## src/rtl/shift_reg_ctrl.sv

```systemverilog
// Command-driven shift register: parallel load plus multi-cycle SHL/SHR/ROL,
// one bit per clock, with a valid/ready command handshake and a done pulse.
module shift_reg_ctrl #(
    parameter int unsigned WIDTH = 8
) (
    input  logic                     clk,
    input  logic                     reset_n,
    input  logic                     cmd_valid,
    output logic                     cmd_ready,
    input  logic [1:0]               cmd_op,
    input  logic [$clog2(WIDTH)-1:0] cmd_cnt,
    input  logic [WIDTH-1:0]         d,
    input  logic                     ser_in,
    output logic [WIDTH-1:0]         q,
    output logic                     busy,
    output logic                     done
);

    localparam int unsigned CW = $clog2(WIDTH);

    localparam logic [1:0] OpLoad = 2'b00;
    localparam logic [1:0] OpShl  = 2'b01;
    localparam logic [1:0] OpShr  = 2'b10;
    localparam logic [1:0] OpRol  = 2'b11;

    typedef enum logic [1:0] {
        StIdle  = 2'b00,
        StShift = 2'b01,
        StDone  = 2'b10
    } state_e;

    state_e           state_q, state_d;
    logic [WIDTH-1:0] shreg_q, shreg_d;
    logic [CW-1:0]    cnt_q, cnt_d;
    logic [1:0]       op_q, op_d;
    logic             accept;

    assign accept = cmd_valid && (state_q == StIdle);

    always_ff @(posedge clk or negedge reset_n) begin
        if (!reset_n) begin
            state_q <= StIdle;
            shreg_q <= '0;
            cnt_q   <= '0;
            op_q    <= OpLoad;
        end else begin
            state_q <= state_d;
            shreg_q <= shreg_d;
            cnt_q   <= cnt_d;
            op_q    <= op_d;
        end
    end

    always_comb begin
        state_d = state_q;
        shreg_d = shreg_q;
        cnt_d   = cnt_q;
        op_d    = op_q;

        unique case (state_q)
            StIdle: begin
                if (accept) begin
                    if (cmd_op == OpLoad) begin
                        shreg_d = d;
                        state_d = StDone;
                    end else if (cmd_cnt == '0) begin
                        state_d = StDone;
                    end else begin
                        // Operands are latched here; q only starts moving on the next edge.
                        cnt_d   = cmd_cnt;
                        op_d    = cmd_op;
                        state_d = StShift;
                    end
                end
            end
            StShift: begin
                unique case (op_q)
                    OpShl:   shreg_d = {shreg_q[WIDTH-2:0], ser_in};
                    OpShr:   shreg_d = {ser_in, shreg_q[WIDTH-1:1]};
                    OpRol:   shreg_d = {shreg_q[WIDTH-2:0], shreg_q[WIDTH-1]};
                    default: shreg_d = shreg_q;
                endcase
                cnt_d = cnt_q - 1'b1;
                if (cnt_q == CW'(1)) begin
                    state_d = StDone;
                end
            end
            StDone: begin
                state_d = StIdle;
            end
            default: begin
                state_d = StIdle;
            end
        endcase
    end

    assign q         = shreg_q;
    assign cmd_ready = (state_q == StIdle);
    assign busy      = (state_q != StIdle);
    assign done      = (state_q == StDone);

endmodule

```

## config.mk

```make
export PLATFORM = sky130hd
export DESIGN_NAME = shift_reg_ctrl
export DESIGN_NICKNAME = d
export VERILOG_FILES = /design/src/rtl/shift_reg_ctrl.sv
export SDC_FILE = /design/constraint.sdc
export NUM_CORES = 1
export LEC_CHECK = 0
export CAP_MARGIN = 20
export CORE_MARGIN = 10
export CORE_UTILIZATION = 40
export CTS_BUF_LIST = sky130_fd_sc_hd__clkbuf_8
export CTS_CLUSTER_SIZE = 12
export DETAILED_ROUTE_END_ITERATION = 7
export PLACE_DENSITY = 0.68
export SYNTH_ARGS = -nofsm -noshare
export SYNTH_HDL_FRONTEND = slang
export SYNTH_SLANG_ARGS = --single-unit
```

## constraint.sdc

```tcl
create_clock -name clk -period 1.87 [get_ports clk]
set_clock_uncertainty 0.15 [all_clocks]
set_input_delay 0.2805 -clock clk [delete_from_list [all_inputs] [get_ports clk]]
set_output_delay 0.2805 -clock clk [all_outputs]
set_load 0.02 [all_outputs]
```

==> flow_summary.ini <==
[status]
status = finished, final reports clean

[routing]
vias = 860
vias_per_cell = 5.21
wl_per_cell_um = 15.2
drt-pass1-iter-count = 4
drc_errors = 0
antenna_left = 0
drt_iter0_drc = 41
drt_wl_total_mm = 2.51

[clocking]
hold_buffers = 0
cts_tree = yes
ctsResizeCount = 3
cts_max_level = 1
clkSlewWorstSetupHoldPaths_ns = 0.06
post_cts_buffers = 0
cts_root_buf = clkbuf_8
insertion_delay_ns = 0.25
clock-sinks = 15
clk_path_buf_depth = 2
cts_buffers = 3

[cells_and_area]
final_common_cell = clkdlybuf4s50_1
layoutNonFillerInstCount = 165
final_cell_mix = clkdlybuf4s50_1 (24), dfrtp_1 (15), o21ai_1 (11)
nFillCells = 229
layout.nets = 158
syn_to_final_growth_pct = 36.7
n_antenna_cell = 0
drive_gt1_frac = 0.230
final_core_util = 0.566

[worst_setup_path]
slowest_stage = clkdlybuf4s50_1
path_buf_inv = 1
worstPathMaxFanout = 4
crit_arrival_ns = 1.34
crit_required_ns = 1.44
endpoint_kind = primary output
cpLargestDelayFamily = buffers and inverters
crit_path_start_kind = register
max_stage_delay_ns = 0.65
path_cells = clkdlybuf4s50_1
worstSetupPathType = register to primary output

[power]
p_per_area_nw_per_um2 = 1750
totalPowerFinal_mw = 2.43
power_leakage_nw = 0.617
ir_drop_uv = 961

[timing]
period_minus_slack_ns = 1.77
worst_slew_pin_slew_ns = 0.595
maxSlewViolCount = 0
fin_setup_tns_ns = 0
fmax_mhz = 565
rsz0062_at_grt = no
hold_viol = 0
finalSetupViolCount = 0
timing.final.crit_share = 0.946
relSlewSlack = 0.602

[yosys]
ys_warn_count = 0
yosysTopAreaCell = dfrtp_1
synth_top_cell_area_share = 0.369
ys_ff_latch = 15
synth_area_leaders = dfrtp_1 (37%), a221oi_2 (10%), ha_1 (6.2%)
synth.distinct_cells = 33
synth_area_um2 = 1020
seq_area_frac_synth = 0.369
syn-instance-count = 100
syn-num-nets = 122
synth_area_per_cell_um2 = 10.2

[global_route]
grt_overflow = 0
antenna_found_initial = 0
grt_pass1_vias = 881
grt_max_degree = 16
grt_pass1_wl_mm = 4.32
grt_usage = 0.104

[floorplan]
dieArea_um2 = 4960
rows = 18
die_y_um = 70.4
initial_core_util = 0.414
ios = 28
dieWidth_um = 70.4
coreArea_um2 = 2450

[placed_design]
hpwl_mm = 2.05
gp_congestion = 0.794
place.port_buffers = 27
dp_cells = 161

[flow_run]
maxCapViolCount = 0

[hold_path]
holdCritPathClass = primary input to asynchronous set/reset pin
-- routing by layer --
metal	up-vias	track usage	routed length [um]	share of wire
li1	437	-	-	-
met5	-	0	0	0
met2	27	0.161	1080	0.43
met1	394	0.129	1210	0.48
met4	0	0.0395	36	0.014
met3	2	0.0367	185	0.074
-- layout make-up --
type                            count  area [um2]  area share
Clock buffer                        3        41.3      0.0297
Clock inverter                      1        5.00     0.00360
Inverter                            5        18.8      0.0135
Multi-Input combinational cell     76         586       0.421
Sequential cell                    15         375       0.270
Tap cell                           30        37.5      0.0270
Timing Repair Buffer               35         327       0.235
-- per-stage QoR --
stage | instance area, um2 | hold WS (ns) | setup slack, ns
after floorplan | 1020 | -0.165 | 0.332
after global placement | 1350 | 0.314 | 0.0203
after detailed placement | 1350 | 0.324 | 0.00653
after CTS | 1390 | 0.198 | 0.0919
after global routing | 1390 | 0.219 | 0.0362
final | 1390 | 0.201 | 0.100
-- cell usage after synthesis (all sizes together) --
cell / count
o211ai: 1
nand2: 11
nor3: 3
a221oi: 8
mux2: 2
or2: 1
a21oi: 4
and3: 7
nand2b: 1
ha: 5
nand3: 2
nor2b: 3
nand3b: 2
inv: 5
o21a: 2
buf: 4
dfrtp: 15
o21ai: 14
a21o: 2
o31ai: 1
nor3b: 1
o311a: 1
nor2: 5
-- power by group --
part | total [mW] | leakage [nW] | internal [mW] | switching, mW
combinational | 1.53 | 0.408 | 0.704 | 0.822
sequential | 0.635 | 0.184 | 0.488 | 0.147
clock | 0.266 | 0.0255 | 0.148 | 0.118
-- kinds of logic after synthesis --
kind of cell / Yosys count / share of synthesized area
AOI/OAI and AO/OA: 33 / 0.267
adders and majority gates: 5 / 0.0615
buffers and inverters: 9 / 0.0553
DFF: 15 / 0.369
muxes: 2 / 0.0295
and+or+nand+nor: 36 / 0.218
-- worst paths after layout --
| kind | start | end | slack (ns) | cells past startpoint |
|---|---|---|---|---|
| hold / removal | reset_n | q[3] | 0.20 | 2 |
| setup reg to reg | op_q[0] | q[1] | 0.21 | 6 |
| min in group clk | cnt_q[1] | cnt_q[1] | 0.34 | 1 |
| max in group asynchronous | reset_n | cnt_q[0] | 1.19 | 2 |
| setup / recovery | q[1] | q[1] | 0.10 | 1 |
| hold reg to reg | cnt_q[1] | cnt_q[1] | 0.34 | 1 |
-- sequential cells by signal, summed over array words and instances, names as in the netlist --
register,count
cnt_q,3
op_q,2
q,8
state_q,2
No activity file was read; power rests on OpenSTA's default activity.
